===== src/rtl/spi_pkg.sv =====
// Shared types and constants for the SPI primary: FSM states, header layout, byte limit.
// Latency: n/a (declarations and a pure combinational helper only).
// Backpressure: n/a.
package spi_pkg;

   typedef enum logic [2:0] {IDLE, SETUP, SHIFT, HOLD, GAP} spi_state_t;

   // Header byte layout: {rw, mb, addr[5:0]}
   localparam int SPI_RW_BIT    = 7;
   localparam int SPI_MB_BIT    = 6;
   localparam int SPI_MAX_BYTES = 8;

   // Data bytes in a frame: single-byte unless multibyte, then 0 -> 1 and >8 -> 8.
   function automatic logic [3:0] resolve_nbytes(input logic multibyte, input logic [3:0] nbytes);
      if (!multibyte || nbytes == 4'd0) return 4'd1;
      if (nbytes > 4'(SPI_MAX_BYTES))   return 4'(SPI_MAX_BYTES);
      return nbytes;
   endfunction

endpackage


===== src/rtl/spi_clk_div.sv =====
// SPI_CLK half-period timer: one-cycle fall_stb / rise_stb strobes, alternating every CLK_DIV clocks.
// Latency: fall_stb in the first enabled cycle, rise_stb CLK_DIV cycles later, and so on.
// Backpressure: none; dropping en resets it to the fall phase.
// Ports: clk, reset_n, en (run), fall_stb, rise_stb.
module spi_clk_div #(
   parameter int CLK_DIV = 25
) (
   input  logic clk,
   input  logic reset_n,
   input  logic en,
   output logic fall_stb,
   output logic rise_stb
);
   localparam int            CW       = $clog2(CLK_DIV);
   localparam logic [CW-1:0] CNT_LAST = CW'(CLK_DIV - 1);

   logic [CW-1:0] cnt;
   logic          ph;     // 0: low half comes next, 1: high half comes next

   always_ff @(posedge clk or negedge reset_n) begin
      if (!reset_n) begin
         cnt <= '0;
         ph  <= 1'b0;
      end else if (!en) begin
         cnt <= '0;
         ph  <= 1'b0;
      end else if (cnt == CNT_LAST) begin
         cnt <= '0;
         ph  <= ~ph;
      end else begin
         cnt <= cnt + CW'(1);
      end
   end

   assign fall_stb = en && !ph && (cnt == '0);
   assign rise_stb = en &&  ph && (cnt == '0);

endmodule


===== src/rtl/spi_primary.sv =====
// SPI mode-3 primary: one command -> CSN-framed header byte plus 1..8 data bytes.
// Latency: done CS_SETUP + 16*CLK_DIV*(N+1) + 2*CS_HOLD + 1 clocks from start; rx_valid 1 clock after a byte's last rise.
// Backpressure: start ignored while busy; write bytes pulled via tx_ready, read bytes pushed via rx_valid (no stall).
// Ports: clk/reset_n; command start/read/multibyte/addr/nbytes; tx_data/tx_ready; rx_data/rx_valid;
//        status busy/done; pins SPI_CSN, SPI_CLK, SPI_SDI (out), SPI_SDO (in).
module spi_primary
   import spi_pkg::*;
#(
   parameter int CLK_DIV  = 25,
   parameter int CS_SETUP = 4,
   parameter int CS_HOLD  = 4
) (
   input  logic       clk,
   input  logic       reset_n,
   input  logic       start,
   input  logic       read,
   input  logic       multibyte,
   input  logic [5:0] addr,
   input  logic [3:0] nbytes,
   input  logic [7:0] tx_data,
   output logic       tx_ready,
   output logic [7:0] rx_data,
   output logic       rx_valid,
   output logic       busy,
   output logic       done,
   output logic       SPI_CSN,
   output logic       SPI_CLK,
   output logic       SPI_SDI,
   input  logic       SPI_SDO
);
   localparam int             PMAX       = (CS_SETUP > CS_HOLD) ? CS_SETUP : CS_HOLD;
   localparam int             PHW        = $clog2(PMAX) + 1;
   localparam logic [PHW-1:0] SETUP_LAST = PHW'(CS_SETUP - 1);
   localparam logic [PHW-1:0] HOLD_LAST  = PHW'(CS_HOLD - 1);

   spi_state_t     state, state_nxt;
   logic [PHW-1:0] tcnt;
   logic           read_q;
   logic [3:0]     nb_q;
   logic [7:0]     tx_sh, rx_sh, hdr;
   logic [2:0]     bit_cnt;
   logic [3:0]     byte_cnt;
   logic           bits_done;
   logic           csn_q, sclk_q, sdi_q, rx_valid_q, done_q;
   logic [7:0]     rx_data_q;
   logic           fall_stb, rise_stb, div_en, setup_last, load_stb;

   // The divider starts in the last SETUP cycle so the registered SPI_CLK
   // falls exactly CS_SETUP clocks after SPI_CSN.
   assign setup_last = (state == SETUP) && (tcnt == SETUP_LAST);
   assign div_en     = setup_last || (state == SHIFT);

   spi_clk_div #(.CLK_DIV(CLK_DIV)) u_clk_div (
      .clk      (clk),
      .reset_n  (reset_n),
      .en       (div_en),
      .fall_stb (fall_stb),
      .rise_stb (rise_stb)
   );

   // 8th rise of a byte that is followed by another data byte
   assign load_stb = (state == SHIFT) && rise_stb && (bit_cnt == 3'd7) && (byte_cnt != nb_q);

   always_ff @(posedge clk or negedge reset_n) begin
      if (!reset_n) state <= IDLE;
      else          state <= state_nxt;
   end

   always_comb begin
      state_nxt = state;
      tx_ready  = 1'b0;
      hdr       = '0;
      hdr[SPI_RW_BIT] = read;
      hdr[SPI_MB_BIT] = multibyte;
      hdr[5:0]        = addr;
      case (state)
         IDLE:  if (start) state_nxt = SETUP;
         SETUP: if (tcnt == SETUP_LAST) state_nxt = SHIFT;
         // Leave on the fall that would open bit (N+1)*8, so the last
         // bit keeps its full high half-period.
         SHIFT: begin
            if (fall_stb && bits_done) state_nxt = HOLD;
            tx_ready = load_stb && !read_q;
         end
         HOLD:  if (tcnt == HOLD_LAST) state_nxt = GAP;
         GAP:   if (tcnt == HOLD_LAST) state_nxt = IDLE;
         default: state_nxt = IDLE;
      endcase
   end

   always_ff @(posedge clk or negedge reset_n) begin
      if (!reset_n)                tcnt <= '0;
      else if (state_nxt != state) tcnt <= '0;
      else                         tcnt <= tcnt + PHW'(1);
   end

   always_ff @(posedge clk or negedge reset_n) begin
      if (!reset_n) begin
         read_q     <= 1'b0;
         nb_q       <= 4'd1;
         tx_sh      <= '0;
         rx_sh      <= '0;
         bit_cnt    <= '0;
         byte_cnt   <= '0;
         bits_done  <= 1'b0;
         csn_q      <= 1'b1;
         sclk_q     <= 1'b1;
         sdi_q      <= 1'b1;
         rx_data_q  <= '0;
         rx_valid_q <= 1'b0;
         done_q     <= 1'b0;
      end else begin
         rx_valid_q <= 1'b0;
         done_q     <= (state == GAP) && (tcnt == HOLD_LAST);

         if (state == IDLE && start) begin
            read_q    <= read;
            nb_q      <= resolve_nbytes(multibyte, nbytes);
            tx_sh     <= hdr;
            bit_cnt   <= '0;
            byte_cnt  <= '0;
            bits_done <= 1'b0;
            csn_q     <= 1'b0;
            sdi_q     <= hdr[7];
         end

         if (fall_stb) begin
            if (bits_done) begin
               sdi_q <= 1'b1;
            end else begin
               sclk_q <= 1'b0;
               sdi_q  <= tx_sh[~bit_cnt];   // MSB first
            end
         end

         if (rise_stb) begin
            sclk_q  <= 1'b1;
            rx_sh   <= {rx_sh[6:0], SPI_SDO};
            bit_cnt <= bit_cnt + 3'd1;
            if (bit_cnt == 3'd7) begin
               // byte_cnt 0 is the header: nothing meaningful comes back
               if (read_q && byte_cnt != 4'd0) begin
                  rx_data_q  <= {rx_sh[6:0], SPI_SDO};
                  rx_valid_q <= 1'b1;
               end
               if (byte_cnt == nb_q) begin
                  bits_done <= 1'b1;
               end else begin
                  byte_cnt <= byte_cnt + 4'd1;
                  tx_sh    <= read_q ? 8'hFF : tx_data;
               end
            end
         end

         if (state == HOLD && tcnt == HOLD_LAST) csn_q <= 1'b1;
      end
   end

   assign busy     = (state != IDLE);
   assign done     = done_q;
   assign rx_data  = rx_data_q;
   assign rx_valid = rx_valid_q;
   assign SPI_CSN  = csn_q;
   assign SPI_CLK  = sclk_q;
   assign SPI_SDI  = sdi_q;

endmodule


===== config.mk =====
export PLATFORM = sky130hd
export DESIGN_NAME = spi_primary
export DESIGN_NICKNAME = d
export VERILOG_FILES = /design/src/rtl/spi_pkg.sv /design/src/rtl/spi_clk_div.sv /design/src/rtl/spi_primary.sv
export SDC_FILE = /design/constraint.sdc
export NUM_CORES = 1
export LEC_CHECK = 0
export ABC_AREA = 1
export CAP_MARGIN = 20
export CORE_MARGIN = 2
export CORE_UTILIZATION = 54
export CTS_CLUSTER_DIAMETER = 80
export CTS_CLUSTER_SIZE = 20
export DETAILED_ROUTE_END_ITERATION = 7
export PLACE_DENSITY = 0.86
export SYNTH_ARGS = -nofsm -noshare
export SYNTH_HDL_FRONTEND = slang
export SYNTH_SLANG_ARGS = --single-unit

===== constraint.sdc =====
create_clock -name clk -period 1.7 [get_ports clk]
set_input_delay 0.17 -clock clk [delete_from_list [all_inputs] [get_ports clk]]
set_output_delay 0.17 -clock clk [all_outputs]
set_load 0.01 [all_outputs]

==> flow_summary_export.csv, run 1 <==
group,metric,value,unit
pwr,intPower,1.612,mW
synth,synth_cell_type_count,32,
sta,worst_pin_slew,406.8,ps
clock_network,cts_tree,"done",
die,die_area,5430,sq um
pwr,p_seq_share,60.6,%
placement,dp_slack,-306.8,ps
sta,rsz0062_at_grt,"yes",
sta,drv_slew,0,
drt,ant_nets,0,
sta,finalWorstSetupSlack,-155.4,ps
sta,fin_hold_ws,354.3,ps
flow_run,drv_cap,0,
clock_network,insertion_delay,320,ps
pwr,switching_share,22.69,%
clock_network,clkSinkCount,53,
final_layout,n_fill_cell,316,
critical_path,crit_required,1530,ps
sta,hold_viol_final,0,
synth,synth_cells,318,
drt,drt_iter0_drc,116,
placement,dp_hpwl,4044,um
sta,period_share,109.1,%
sta,fmax,539.0,MHz
critical_path,worst_setup_path_end_kind,"output pin",
pwr,powerDensity,592.7,nW/um^2
drt,via_per_inst,5.151,
clock_network,ctsLongestPathBuffers,2,
final_layout,finalNetCount,428,
synth,synth-seq-area-share,50.76,%
die,num_io_pins,39,
clock_network,cts_root_buf,"clkbuf_8",
synth,synth_nets,350,
global_routing,grt_pass1_wl,9239,um
final_layout,area_delta_synth_final,34.11,%
global_routing,grt_pass1_vias,2168,
synth,synth_adder_area_share,3.817,%
final_layout,n_antenna_cell,0,
pwr,ir_worst_vdd,0.3585,mV
die,die_h,73.69,um
drt,route.vias.total,2323,
clock_network,clkTransAtPathRegs,100,ps
synth,syn_area_per_cell,8.247,sq um
die,coreArea,4692,sq um
synth,ys_seq_elements,53,
final_layout,final_util,74.96,%
drt,postRouteWirelength,5741,um
run_status,status,"complete, but fails checks",
synth,synthMuxAreaShare,0,%
global_routing,grt_usage,22.26,%
global_routing,antenna_found_initial,0,
critical_path,crit_arrival,1690,ps
drt,remaining_drc_errors,0,
sta,maxSlewHeadroom,72.81,%
synth,ys_warn_count,0,
global_routing,grt_overflow,0,
pwr,clock_power_share,34.9,%
worst_hold_path,hold_path.class,"primary input to async pin",
pwr,power_leakage,1.755,nW
critical_path,crit_type,"register to output pin",
clock_network,cts_buffers,5,
placement,place_congestion,0.8160,
critical_path,start_kind,"register",
global_routing,grt_max_degree,54,
synth,syn-cell-area,2623,sq um
sta,setup_viol,1,
synth,synth_top_family_by_area,"simple AND/OR/NAND/NOR gates",
run_status,violations,"setup timing",
pwr,power.switching,0.4730,mW
die,row_count,25,
die,start_util,55.89,%
synth,synthSimpleGateAreaFrac,25.43,%
sta,clock_skew,9.877,ps
sta,period_needed,1855,ps
final_layout,drive_gt1_share,19.40,%
clock_network,h-tree-depth,2,
drt,first_pass_iters,4,
placement,port_buffers,38,
pwr,pwr-share-comb,4.4,%
die,die_w,73.69,um
synth,synth-xor-area-share,1.336,%
synth,synth_compound_area_share,10.88,%
critical_path,cp_max_fo,4,
drt,detail_route.wl_per_cell,12.73,um
## critical path: stages (launching register included)
cell     delay [ps]
dfrtp_1         440
nor2_1          230
nand3_4         110
nand2_4          90
nand3_4          70
nor2_4          100
inv_2            40
nor3_2          120
buf_2           160
## routing by layer
layer	GRT usage (%)	share of wire, %	vias to the layer above
met5	0	0	-
met2	38.79	51	59
met1	27.35	43	1080
li1	-	-	1169
met4	7.879	2.2	0
met3	4.390	3.7	15
## state kept, by name, indices dropped and copies added (netlist names), 3 cells and up
name	cells
rx_data	8
rx_sh	7
bit_cnt	3
tcnt	3
u_clk_div.cnt	5
state	3
byte_cnt	4
nb_q	4
tx_sh	8
## cell usage in the layout, fill, tap and decap left out, drive strengths merged
cell           netlist  routed
o21ai               24      24
o31ai                2       2
o21bai               1       1
inv                 43      43
clkbuf               4       5
o21a                 1       1
dlygate4sd2          0       1
nand2               92      92
ha                   8       8
o22ai                6       6
o211ai               4       4
nor3                 2       2
dfstp                4       4
xnor2                1       1
a211oi               1       1
clkdlybuf4s50        0      35
nand4                4       5
or2                  1       1
a21oi               12      12
nand3               15      15
dlygate4sd3          0       1
dfrtp               49      49
clkinv               0       3
buf                  5      41
xor2                 3       3
nor2                36      37
## stage by stage
stage | power, mW | std cells | instance area [sq um] | TNS (ps)
after floorplan | 1.295 | 318 | 2623 | 0
after global placement | 1.380 | 437 | 3306 | -267.6
after detailed placement | 1.382 | 437 | 3306 | -417.6
after CTS | 2.100 | 447 | 3446 | -149.9
after global routing | 2.157 | 451 | 3517 | -251.1
final | 2.085 | 451 | 3517 | -155.4
## power by group through the flow
stage	clock [mW]	sequential, mW	combinational [mW]
final	0.728	1.26	0.0922
after global placement	0	1.29	0.0913
after global routing	0.787	1.26	0.105
after floorplan	0	1.29	0.00613
after detailed placement	0	1.29	0.0930
after CTS	0.741	1.26	0.0951
## synthesized netlist by cell type
cell	instances	area [sq um]
a211oi_1	1	7.510
a21oi_1	12	60.06
buf_2	4	20.02
buf_4	1	7.510
clkbuf_1	4	15.01
dfrtp_1	49	1226
dfstp_2	4	105.1
ha_1	8	100.1
inv_1	40	150.1
inv_2	3	11.26
nand2_1	91	341.6
nand2_4	1	11.26
nand3_1	12	60.06
nand3_2	2	20.02
nand3_4	1	17.52
nand4_1	3	18.77
nand4_4	1	21.27
nor2_1	32	120.1
nor2_2	2	12.51
nor2_4	2	22.52
nor3_1	1	5.000
nor3_2	1	10.01
o211ai_1	4	30.03
o21a_1	1	7.510
o21ai_0	23	115.1
o21ai_1	1	5.000
o21bai_1	1	7.510
o22ai_1	6	37.54
o31ai_1	2	15.01
or2_2	1	6.260
xnor2_1	1	8.760
xor2_1	3	26.28
## what timing repair did
| item | 4_1_cts | 5_1_grt |
|---|---|---|
| gates cloned | 0 | 2 |
| hold buffers | 1 | 0 |
| endpoints found under the setup margin | 12 | 14 |
| resized for setup | 12 | 9 |
| pin swaps | 5 | 2 |
| hold endpoints to repair | 49 | 0 |
| buffers inserted | 1 | 2 |
## area by class of cell
cell class	count	area, sq um	share of cell area [%]
flip-flops and latches	53	1331	37.85
clock inverters	3	22.52	0.6403
clock buffers	5	68.82	1.957
multi-input cells	215	1175	33.40
repair buffers	78	688.2	19.57
well taps	54	67.56	1.921
inverters	43	163.9	4.660
## logic make-up (layout without fill, tap and decap cells)
kind of cell | Yosys count | count (layout)
simple gates | 150 | 152
flops | 53 | 53
buf+inv | 52 | 129
compound gates | 51 | 51
fa+ha+maj | 8 | 8
xor+xnor | 4 | 4
## path summary, 6_finish.rpt
check,from,to,slack [ps],cells past startpoint
worst max-delay path,state[2],tx_ready,-160,8
worst min-delay path,reset_n,state[2],350,3
worst max register to register,state[2],rx_data[7],60,8
worst min register to register,SPI_CSN,SPI_CSN,470,2
max in group asynchronous,reset_n,SPI_CLK,1050,3
min in group clk,SPI_SDO,rx_data[0],420,3
(Power assumes the default switching activity.)
==> run 2, diff against run 1 <==
Settings changed: CORE_ASPECT_RATIO set to 1.25, PLACE_DENSITY 0.86 to 0.91, TNS_END_PERCENT set to 5.
==> run 2 against run 1 <==
Effect of this change:
- the flow still finishes with violations (setup timing)
- sequential power is essentially flat
- utilization shrank 0.20 points
- final cell count grew 0.89%
- register-to-register slack lost 70 ps
- worst hold slack lost 25 ps
- critical path depth grew 1
- combinational power grew 3.7%
- routed wire length grew 11%
- critical endpoint unchanged
- largest power group unchanged
==> flow_summary_export.csv, run 2 (synthesized netlist as in run 1, its figures left out) <==
group,metric,value,unit
drt,detail_route.wl_per_cell,14.00,um
final_layout,n_antenna_cell,0,
placement,port_buffers,38,
critical_path,cp_top_family,"simple AND/OR/NAND/NOR gates",
critical_path,reg2reg_depth,10,
drt,ant_nets,0,
final_layout,final_cell_area,3510,sq um
die,die_h,81.92,um
drt,first_pass_iters,4,
clock_network,cts_buffers,5,
sta,setup_viol,4,
global_routing,grt_pass1_vias,2420,
critical_path,r2r_end,"tx_sh[7]",
placement,place_area,3306,sq um
final_layout,area_delta_synth_final,33.83,%
sta,clock_skew,9.685,ps
global_routing,grt_overflow,0,
die,coreArea,4695,sq um
die,die_area,5433,sq um
clock_network,insertion_delay,310,ps
critical_path,max_stage_delay,380,ps
die,num_io_pins,39,
global_routing,grt_usage,24.26,%
critical_path,crit_arrival,1800,ps
final_layout,instances_no_fill,455,
critical_path,reg2reg_from,"state[1]",
drt,drt_iter0_drc,118,
drt,via_per_inst,5.297,
drt,route.vias.total,2410,
critical_path,worst_setup_path_end_kind,"output pin",
pwr,powerDensity,599.8,nW/um^2
placement,dp_hpwl,4314,um
sta,maxSlewHeadroom,69.85,%
final_layout,final_common_cell,"nand2_1",
sta,period_needed,1974,ps
drt,remaining_drc_errors,0,
clock_network,clkSinkCount,53,
clock_network,cts_tree,"done",
flow_run,drv_cap,0,
critical_path,rrSetupSlack,-10,ps
sta,finalWorstSetupSlack,-273.7,ps
pwr,ir_worst_vdd,0.5360,mV
critical_path,crit_chain,"ha_2 -> ha_4 -> nand3_4 -> nand2_4 -> nand3_4 -> nor2_4 -> inv_2 -> nor3_4 -> buf_2",
global_routing,grt_pass1_wl,10170,um
final_layout,finalNetCount,426,
run_status,status,"complete, but fails checks",
sta,drv_slew,0,
placement,place_congestion,0.8112,
sta,fmax,506.7,MHz
worst_hold_path,hold_path.class,"primary input to async pin",
global_routing,grt_max_degree,23,
critical_path,start_kind,"register",
final_layout,drive_gt1_share,19.49,%
die,die_w,66.33,um
die,start_util,55.86,%
sta,period_share,116.1,%
sta,rsz0062_at_grt,"yes",
clock_network,clkTransAtPathRegs,110,ps
critical_path,crit_required,1530,ps
critical_path,crit_path_frequent_cell,"nand3_4",
final_layout,layout_common_cells,"88 x nand2_1, 49 x dfrtp_1, 40 x inv_1, 37 x buf_4, 35 x clkdlybuf4s50_1",
critical_path,cp_max_fo,2,
clock_network,cts_root_buf,"clkbuf_8",
placement,dp_slack,-304.7,ps
sta,hold_viol_final,0,
pwr,power_leakage,1.752,nW
global_routing,antenna_found_initial,0,
critical_path,crit_type,"register to output pin",
run_status,violations,"setup timing",
drt,postRouteWirelength,6370,um
placement,dp.cells,442,
clock_network,h-tree-depth,2,
critical_path,cpMaxStageDelayCell,"dfrtp_1",
clock_network,ctsLongestPathBuffers,2,
die,row_count,28,
critical_path,crit_buf_inv,2,
sta,worst_pin_slew,452.3,ps
-- run 2: layout make-up --
cell class              instances  area, sq um
multi-input cells             213         1154
flip-flops and latches         53         1331
repair buffers                 78        688.2
clock inverters                 3        26.28
inverters                      43        166.4
fillers                       331         1185
clock buffers                   5        68.82
well taps                      60        75.07
-- run 2: layer usage --
metal / global-route usage (%) / wire length [um] / vias up
met5: 0 / 0 / -
li1: - / - / 1160
met4: 11.43 / 228 / 0
met3: 2.603 / 296 / 24
met1: 28.13 / 2474 / 1141
met2: 44.40 / 3369 / 85
-- run 2: report_power, final --
part	total, mW	switching (mW)	internal [mW]	leakage [nW]
Combinational	0.0956	0.0385	0.0572	1.10
Sequential	1.26	0.00141	1.26	0.599
Clock	0.745	0.444	0.301	0.0487
Total	2.11	0.484	1.62	1.75
-- run 2: worst max-delay path by stage --
stage	startpoint	to	cells after the start
6_report	tcnt[0]	tx_ready	9
5_1_grt	u_clk_div.cnt[0]	tx_ready	9
4_1_cts	tcnt[0]	tx_ready	9
3_5_place_dp	tcnt[0]	tx_ready	9
3_3_place_gp	tcnt[0]	tx_ready	9
2_1_floorplan	tcnt[0]	tx_ready	9
-- run 2: through the flow --
| step | total power [mW] | TNS (ps) | utilization (%) | hold WS, ps |
|---|---|---|---|---|
| after floorplan | 1.295 | 0 | - | -125.6 |
| after global routing | 2.172 | -1959 | 74.76 | 388.4 |
| after detailed placement | 1.384 | -311.0 | 70.42 | 139.2 |
| after global placement | 1.382 | -264.2 | 70.42 | 132.6 |
| after CTS | 2.113 | -169.6 | 73.05 | 336.8 |
| final | 2.105 | -286.5 | 74.76 | 329.3 |
-- run 2: repair_timing --
action	in CTS	in global routing
hold buffers	1	0
endpoints found under the setup margin	8	27
endpoints found under the hold margin	16	0
resized for setup	9	16
buffers inserted	1	3
pin swaps	1	5
